===== config.mk =====
export PLATFORM = sky130hd
export DESIGN_NAME = key_debounce_flat
export DESIGN_NICKNAME = d
export VERILOG_FILES = /design/src/rtl/key_debounce_pkg.sv /design/src/rtl/key_debounce_if.sv /design/src/rtl/key_debounce_sync_2ff.sv /design/src/rtl/key_debounce.sv /design/src/flat_wrapper.sv
export SDC_FILE = /design/constraint.sdc
export NUM_CORES = 1
export LEC_CHECK = 0
export BUFFER_PORTS_ARGS = -buffer_cell sky130_fd_sc_hd__buf_2
export CORE_MARGIN = 4
export CORE_UTILIZATION = 55
export CTS_BUF_LIST = sky130_fd_sc_hd__clkbuf_2
export DETAILED_ROUTE_END_ITERATION = 8
export PLACE_DENSITY = 0.77
export SYNTH_ARGS = -nofsm -noshare
export SYNTH_HDL_FRONTEND = slang
export SYNTH_HIERARCHICAL = 1
export SYNTH_SLANG_ARGS = --single-unit

===== constraint.sdc =====
create_clock -name sys_clk -period 2.1 [get_ports sys_clk]
set_input_delay 0.42 -clock sys_clk [delete_from_list [all_inputs] [get_ports sys_clk]]
set_output_delay 0.42 -clock sys_clk [all_outputs]
set_load 0.01 [all_outputs]

===== src/rtl/key_debounce_pkg.sv =====
// Shared constants and FSM encoding for the push-button debouncer.
package key_pkg;

    localparam int unsigned CNT_W               = 8;
    localparam int unsigned DEF_DEBOUNCE_CYCLES = 4_000_000;   // 20 ms at 200 MHz
    localparam int unsigned DEF_LONG_CYCLES     = 200_000_000; // 1 s at 200 MHz

    typedef logic [1:0] key_fsm_t;

    localparam key_fsm_t ST_RELEASED    = 2'd0;
    localparam key_fsm_t ST_PRESS_CHK   = 2'd1;
    localparam key_fsm_t ST_PRESSED     = 2'd2;
    localparam key_fsm_t ST_RELEASE_CHK = 2'd3;

    // Counter width able to hold n-1, never narrower than one bit.
    function automatic int unsigned cnt_width(input int unsigned n);
        return (n < 2) ? 1 : $clog2(n);
    endfunction

endpackage


===== src/rtl/key_debounce_if.sv =====
// Key pin and debounced key state/event bundle.
interface key_debounce_if;
    import key_pkg::*;

    logic             key_in;
    logic             key_state;
    logic             press_pulse;
    logic             release_pulse;
    logic             long_pulse;
    logic [CNT_W-1:0] press_count;

    modport master (
        output key_in,
        input  key_state, press_pulse, release_pulse, long_pulse, press_count
    );

    modport slave (
        input  key_in,
        output key_state, press_pulse, release_pulse, long_pulse, press_count
    );

endinterface


===== src/rtl/key_debounce_sync_2ff.sv =====
// Single-bit two-stage synchronizer with a configurable reset level.
module sync_2ff #(
    parameter logic RST_VAL = 1'b0
) (
    input  logic clk,
    input  logic rst,
    input  logic d,
    output logic q
);

    logic meta;

    always_ff @(posedge clk) begin
        if (rst) begin
            meta <= RST_VAL;
            q    <= RST_VAL;
        end else begin
            meta <= d;
            q    <= meta;
        end
    end

endmodule


===== src/rtl/key_debounce.sv =====
// Push-button debouncer: synchronized, debounced key level plus press/release/long events.
// Long-press detection is built only when KEY_LONG_PRESS_EN is defined.
module key_debounce
    import key_pkg::*;
#(
    parameter int unsigned DEBOUNCE_CYCLES = DEF_DEBOUNCE_CYCLES,
    parameter int unsigned LONG_CYCLES     = DEF_LONG_CYCLES,
    parameter int unsigned KEY_ACTIVE_LOW  = 1
) (
    input  logic           sys_clk,
    input  logic           rst,
    key_debounce_if.slave  kif
);

    localparam int unsigned DEB_W    = cnt_width(DEBOUNCE_CYCLES);
    localparam logic        ACT_LOW  = (KEY_ACTIVE_LOW != 0);
    localparam logic [DEB_W-1:0] DEB_LAST = DEB_W'(DEBOUNCE_CYCLES - 1);

    if (DEBOUNCE_CYCLES < 2 || LONG_CYCLES < 2) begin : g_param_chk
        $error("key_debounce: DEBOUNCE_CYCLES and LONG_CYCLES must be >= 2");
    end

    logic             key_sync;
    logic             key_act;
    key_fsm_t         state, state_nxt;
    logic [DEB_W-1:0] deb_cnt, deb_cnt_nxt;
    logic             key_state_nxt;
    logic             press_nxt;
    logic             release_nxt;
    logic             long_nxt;
    logic [CNT_W-1:0] cnt_nxt;

    // Synchronizer idles at the released pin level so reset never looks like a press.
    sync_2ff #(.RST_VAL(ACT_LOW)) u_sync (
        .clk (sys_clk),
        .rst (rst),
        .d   (kif.key_in),
        .q   (key_sync)
    );

    always_ff @(posedge sys_clk) begin
        if (rst) key_act <= 1'b0;
        else     key_act <= ACT_LOW ? ~key_sync : key_sync;
    end

    // Next-state and event decode
    always_comb begin
        state_nxt     = state;
        deb_cnt_nxt   = deb_cnt;
        key_state_nxt = kif.key_state;
        cnt_nxt       = kif.press_count;
        press_nxt     = 1'b0;
        release_nxt   = 1'b0;
        case (state)
            ST_RELEASED: begin
                if (key_act) begin
                    state_nxt   = ST_PRESS_CHK;
                    deb_cnt_nxt = '0;
                end
            end
            ST_PRESS_CHK: begin
                if (!key_act) begin
                    state_nxt = ST_RELEASED;
                end else if (deb_cnt == DEB_LAST) begin
                    state_nxt     = ST_PRESSED;
                    press_nxt     = 1'b1;
                    key_state_nxt = 1'b1;
                    cnt_nxt       = kif.press_count + CNT_W'(1);
                end else begin
                    deb_cnt_nxt = deb_cnt + 1'b1;
                end
            end
            ST_PRESSED: begin
                if (!key_act) begin
                    state_nxt   = ST_RELEASE_CHK;
                    deb_cnt_nxt = '0;
                end
            end
            ST_RELEASE_CHK: begin
                if (key_act) begin
                    state_nxt = ST_PRESSED;
                end else if (deb_cnt == DEB_LAST) begin
                    state_nxt     = ST_RELEASED;
                    release_nxt   = 1'b1;
                    key_state_nxt = 1'b0;
                end else begin
                    deb_cnt_nxt = deb_cnt + 1'b1;
                end
            end
            default: begin
                state_nxt = ST_RELEASED;
            end
        endcase
    end

`ifdef KEY_LONG_PRESS_EN
    localparam int unsigned       HOLD_W    = cnt_width(LONG_CYCLES);
    localparam logic [HOLD_W-1:0] HOLD_LAST = HOLD_W'(LONG_CYCLES - 1);

    logic [HOLD_W-1:0] hold_cnt, hold_cnt_nxt;
    logic              long_fired, long_fired_nxt;

    // Hold timer: saturates, frozen while release is being qualified, one event per press.
    always_comb begin
        hold_cnt_nxt   = hold_cnt;
        long_fired_nxt = long_fired;
        long_nxt       = 1'b0;
        if (press_nxt) begin
            hold_cnt_nxt   = '0;
            long_fired_nxt = 1'b0;
        end else if (state == ST_PRESSED) begin
            if (hold_cnt == HOLD_LAST && !long_fired) begin
                long_nxt       = 1'b1;
                long_fired_nxt = 1'b1;
            end
            if (key_act && hold_cnt != HOLD_LAST) begin
                hold_cnt_nxt = hold_cnt + 1'b1;
            end
        end
    end

    always_ff @(posedge sys_clk) begin
        if (rst) begin
            hold_cnt   <= '0;
            long_fired <= 1'b0;
        end else begin
            hold_cnt   <= hold_cnt_nxt;
            long_fired <= long_fired_nxt;
        end
    end
`else
    always_comb long_nxt = 1'b0;
`endif

    // State and registered outputs
    always_ff @(posedge sys_clk) begin
        if (rst) begin
            state             <= ST_RELEASED;
            deb_cnt           <= '0;
            kif.key_state     <= 1'b0;
            kif.press_pulse   <= 1'b0;
            kif.release_pulse <= 1'b0;
            kif.long_pulse    <= 1'b0;
            kif.press_count   <= '0;
        end else begin
            state             <= state_nxt;
            deb_cnt           <= deb_cnt_nxt;
            kif.key_state     <= key_state_nxt;
            kif.press_pulse   <= press_nxt;
            kif.release_pulse <= release_nxt;
            kif.long_pulse    <= long_nxt;
            kif.press_count   <= cnt_nxt;
        end
    end

endmodule


===== src/flat_wrapper.sv =====
// flat-port wrapper written by rule: the top's interface ports become plain ports
module key_debounce_flat import key_pkg::*;
#(
    parameter int unsigned DEBOUNCE_CYCLES = DEF_DEBOUNCE_CYCLES,
    parameter int unsigned LONG_CYCLES     = DEF_LONG_CYCLES,
    parameter int unsigned KEY_ACTIVE_LOW  = 1
)
  (sys_clk, rst, kif_key_in, kif_key_state, kif_press_pulse, kif_release_pulse, kif_long_pulse, kif_press_count);
  key_debounce_if kif_i ();
  input  logic sys_clk;
  input  logic rst;
  input wire logic [$bits(kif_i.key_in)-1:0] kif_key_in;
  output wire logic [$bits(kif_i.key_state)-1:0] kif_key_state;
  output wire logic [$bits(kif_i.press_pulse)-1:0] kif_press_pulse;
  output wire logic [$bits(kif_i.release_pulse)-1:0] kif_release_pulse;
  output wire logic [$bits(kif_i.long_pulse)-1:0] kif_long_pulse;
  output wire logic [$bits(kif_i.press_count)-1:0] kif_press_count;
  assign kif_i.key_in = kif_key_in;
  assign kif_key_state = kif_i.key_state;
  assign kif_press_pulse = kif_i.press_pulse;
  assign kif_release_pulse = kif_i.release_pulse;
  assign kif_long_pulse = kif_i.long_pulse;
  assign kif_press_count = kif_i.press_count;
  key_debounce #(.DEBOUNCE_CYCLES(DEBOUNCE_CYCLES), .LONG_CYCLES(LONG_CYCLES), .KEY_ACTIVE_LOW(KEY_ACTIVE_LOW)) u_core (.sys_clk(sys_clk), .rst(rst), .kif(kif_i));
endmodule

Word-level counts from Yosys, hierarchy flattened
Cells that the tools add are included.
{"block": "op_classes", "n_addsub": 2, "bitwise_logic": 4, "n_eq_ne": 12, "n_reduce_logical": 8, "muxes": 19}
{"op": "2-to-1 mux 22 bit", "count": 5}
{"op": "one-hot mux 22 bit (4 select lines)", "count": 1}
{"op": "adder 22 x 1 -> 22 bit, second input constant", "count": 1}
{"op": "== test 22 bit, second input constant", "count": 1}
{"op": "2-to-1 mux 2 bit", "count": 6}
{"op": "adder 8 x 1 -> 8 bit, second input constant", "count": 1}
{"op": "!= test 2 x 1 -> 1 bit, second input constant", "count": 4}
{"op": "one-hot mux 2 bit (4 select lines)", "count": 1}
{"op": "AND reduction 4 bit", "count": 2}
{"op": "OR reduction 3 bit", "count": 2}
{"op": "2-to-1 mux 1 bit", "count": 5}
{"op": "AND reduction 5 bit", "count": 1}
{"op": "== test 2 bit, second input constant", "count": 2}
{"op": "!= test 2 bit, second input constant", "count": 2}
{"op": "inverter 1 bit", "count": 4}
{"op": "!= test 3 x 1 -> 1 bit, second input constant", "count": 1}
{"op": "!= test 3 bit, second input constant", "count": 1}
{"op": "AND reduction 3 bit", "count": 1}
{"op": "== test 2 x 1 -> 1 bit, second input constant", "count": 1}
{"op": "logical NOT 2 bit", "count": 1}
{"op": "one-hot mux 1 bit (2 select lines)", "count": 1}
{"op": "nonzero test 2 bit", "count": 1}
{"block": "word_totals", "output_inout_bits": 12, "inputBits": 3, "regBits": 38, "wordCells": 54}

Logic depth before layout (Yosys ltp)
{"block": "logic_depth", "ltp_word": 4, "ltp_mapped": 8, "mapped_depth_nobuf": 6}

Hierarchy
The synthesis kept the hierarchy.
{"mod": "key_debounce", "n_inst": 1, "area_per_inst_um2": 2010.7, "cells_per_inst": 235, "seq_area_each_um2": 720.7}
{"mod": "sync_2ff", "n_inst": 1, "area_per_inst_um2": 52.6, "cells_per_inst": 4, "seq_area_each_um2": 40.0}

Worst setup path before layout
Ideal clock, no wire load.
{"block": "synth_path", "kind": "register to register", "from": "reg u_core.deb_cnt[0]", "to": "reg u_core.kif.press_count[5]", "setup_time_ps": 121, "stages_incl_launch_ff": 7, "setup_slack_ps": 210, "synth_period_minus_slack_ps": 1890, "t_arrival_ps": 1769, "path_cell_list": "dfxtp_1 > ha_1 > nand4_1 > nor3_4 > nand2_4 > or3_1 > mux2_4"}
{"block": "synth_between", "elab_chain_len": 2}
{"element": "from (decl)", "line_no": "key_debounce.sv:26", "rtl": "logic [DEB_W-1:0] deb_cnt, deb_cnt_nxt;"}
{"element": "from (signal assigned)", "line_no": "key_debounce.sv:147", "rtl": "deb_cnt <= deb_cnt_nxt;"}
{"element": "== test 22 bit", "line_no": "key_debounce.sv:64", "rtl": "end else if (deb_cnt == DEB_LAST) begin"}
{"element": "AND reduction 3 bit (no source line)"}
{"element": "to (signal assigned)", "line_no": "key_debounce.sv:152", "rtl": "kif.press_count <= cnt_nxt;"}
{"element": "to (decl)", "line_no": "key_debounce_if.sv:19", "rtl": "output key_state, press_pulse, release_pulse, long_pulse, press_count"}
No other way between the ends.
A chain may end at the register's enable or synchronous reset.

Worst setup path in the final report
Ends and elaborated chain as after synthesis.

==> results.md <==
- Worst slew pin tran: 493 ps
- Placed instance count: 299
- WL per Instance: 14.7 um
- GR Util All Layers: 19.4%
- Comb pwr share: 4.4%
- Row cnt: 21
- Worst path required time: 2390 ps
- Max Clock Skew: 24.5 ps
- Root buf cell: clkbuf_2
- Critical path type: reg -> reg
- Main synth FF type: dfxtp_1
- Crit path launch type: register
- Final setup vio count: 0
- Max_cap viols: 0
- Post-DRT Antenna Nets: 0
- Max IR drop VDD: 361 uV
- RSZ-0062 raised after global routing: false
- Setup TNS: 0 ps
- Routed vias: 1858
- Dpl cell area: 2170 um2
- Switching Power: 0.000270 W
- Register area: 763 um2
- Share of the synthesized area in the top cell type: 36.9%
- Final hold vios: 0
- Worst hold-check path type: in -> reg
- Post-synthesis sequential area ratio: 36.9%
- Share of layout cells above drive strength 1: 20.3%
- Total I/O pin count: 15
- Total number of yosys warnings: 6
- Distinct cells, synth: 54
- ANT cells: 0
- DP HPWL: 3300 um
- Routability cong.: 0.807
- Seq cells post-synth: 38
- P&R area growth vs syn: 7.76%
- PD cells: 489 nW/um2
- Pleak: 0.766 nW
- Worst Path Arrival: 2290 ps
- CTS Hold Bufs: 0
- Worst-path maximum fanout: 5
- Die Ht: 69.3 um
- Max Slew Vio Count: 0
- Total power: 0.00109 W
- Final wirelength: 4500 um
- Final instance area: 2220 um2
- Clock tree buffer depth: 2
- Crit share post-route: 95.4%
- CTS tree: yes
- Starting Density: 59.5%
- Tmin final: 2000 ps
- Die Area: 4800 um2
- Max-slew headroom: 66.8%
- Vias per cell: 6.05
- Drt pass-1 iters: 4
- Leading post-synthesis cells by cell area: dfxtp_1, nand3_1, nor2_1, nand2_1, a21oi_1
- CTS H-tree lvls: 2
- Outcome: complete, no violations
- Synth Area per Inst: 8.63 um2
- Switching share of power: 24.8%
- Syn nets: 244
- Total gr overflow: 0
- Sequential share of power: 67.4%
- # port buffers: 13
- Cell internal pwr: 0.000817 W
- Multi-input combinational cell area: 1160 um2
- Layout Nets: 266
- Fillers: 336
- Global-route wire length before repair: 7670 um
- Post-synthesis async set-or-reset flop share: 0%
- Area of the core: 3470 um2
- Largest net degree at the start of global routing: 32
- Cell Count, Final, Fillers Out: 307
- Clock latency at the later pin of the worst-skew pair: 400 ps
- CTS buffer count: 5
- Clk pin slew, worst setup/hold paths: 160 ps
- Clk pwr share: 28.2%
- Initial antenna violation count: 0
- # DRC: 0
- Chip width: 69.3 um
- Clock sinks: 38
- Setup crit end kind: register
- Max Fclk: 499 MHz
- Cell area after synthesis: 2060 um2
- Number of synthesized flops with an enable pin: 0
- DRT iter0 DRCs: 139
- Mapped Cells: 239
- Number of global-route vias before repair: 1648
- Yosys top cell by area: dfxtp_1
layer usage:
| metal | wire (um) | vias to the layer above | track usage (%) |
|---|---|---|---|
| li1 | - | 916 | - |
| met1 | 2010 | 896 | 23.9 |
| met2 | 2250 | 41 | 33.1 |
| met3 | 196 | 5 | 5.22 |
| met4 | 48 | 0 | 5.86 |
| met5 | 0 | - | 0 |
sequential cells by signal, indices dropped and copies added (netlist names), named ones only:
signal,flops
u_core/kif.key_state,1
u_core/kif.press_count,8
u_core/u_sync/meta,1
u_core/kif.release_pulse,1
u_core/u_sync/q,1
u_core/key_act,1
u_core/deb_cnt,22
u_core/kif.press_pulse,1
u_core/state,1
synthesized netlist by cell type, drive strengths merged (6+ instances only):
library cell,n
inv,7
nand3,19
nor2,22
a21oi,14
o21ai,9
nand2,21
clkbuf,6
nand4,7
dfxtp,38
and3,8
nor3,8
nor4,8
buf,7
cells by family (layout without fill, tap and decap cells):
group                      count (synthesis)  after routing  synth area share, %
other                                      1              1                0.182
buffers and inverters                     21             43                 7.40
AOI/OAI and AO/OA                         40             40                 12.5
adders and majority gates                  2              2                 1.21
xor gates and xnor gates                  10             10                 4.24
and+or+nand+nor                          123            123                 35.3
DFF                                       38             38                 36.9
muxes                                      4              4                 2.30
worst paths after layout:
path	startpoint	to	slack, ps	cells past startpoint
hold / removal	kif_key_in	u_core/u_sync/meta$_SDFF_PP1_	210	2
setup / recovery	u_core/deb_cnt[0]$_SDFFE_PP0P_	u_core/kif.press_count[5]$_SDFFE_PP0P_	100	6
setup reg to reg	u_core/deb_cnt[0]$_SDFFE_PP0P_	u_core/kif.press_count[5]$_SDFFE_PP0P_	100	6
hold reg to reg	u_core/u_sync/q$_SDFF_PP1_	u_core/key_act$_SDFF_PP0_	420	1
stage by stage:
| step | utilization, % | hold WS [ps] | setup WS, ps |
|---|---|---|---|
| final | 64.1 | 206 | 95.9 |
| after detailed placement | 62.6 | 378 | 88.5 |
| after global routing | 64.1 | 194 | 16.8 |
| after floorplan | - | 363 | 210 |
| after CTS | 63.6 | 193 | 61.0 |
| after global placement | 62.6 | 365 | 135 |
placed cells by master (no fill, tap or decap), types with 4 or more instances in the layout:
cell type and count:
nand4b_1 4, inv_1 7, xnor2_1 5, o21ai_0 8
nand3b_1 4, or3_1 4, dfxtp_1 36, nor4_1 8
nor2_1 22, buf_4 16, and3_1 7, nor3_1 6
a31oi_1 5, nand4_1 6, clkbuf_2 5, nand2_1 19
xor2_1 5, o32ai_1 4, buf_2 13, a21oi_1 13
nand3_1 18
critical path, cell delays in order (launching register included):
cell     delay, ps
dfxtp_2        390
ha_1           220
nand4_1        220
nor3_4         310
nand2_4         80
or3_1          380
mux2_4         310
timing repair:
| action | in CTS | in global routing |
|---|---|---|
| buffers inserted | 0 | 1 |
| setup endpoints to repair | 0 | 1 |
| gates resized for setup | 0 | 3 |
power groups by stage:
stage	logic, W	registers [W]	clock network, W
floorplan	0.0000322	0.000747	0
detailed placement	0.0000473	0.000747	0
global route	0.0000527	0.000735	0.000357
global placement	0.0000469	0.000747	0
finish	0.0000475	0.000733	0.000306
CTS	0.0000473	0.000733	0.000316
cell type report:
| class | instances | share of cell area, % |
|---|---|---|
| Multi-Input combinational cell | 180 | 52.0 |
| Inverter | 7 | 1.18 |
| Clock inverter | 2 | 0.450 |
| Sequential cell | 38 | 34.3 |
| Clock buffer | 5 | 1.13 |
| Tap cell | 46 | 2.59 |
| Timing Repair Buffer | 29 | 8.33 |
No activity file was read; power rests on OpenSTA's default activity.
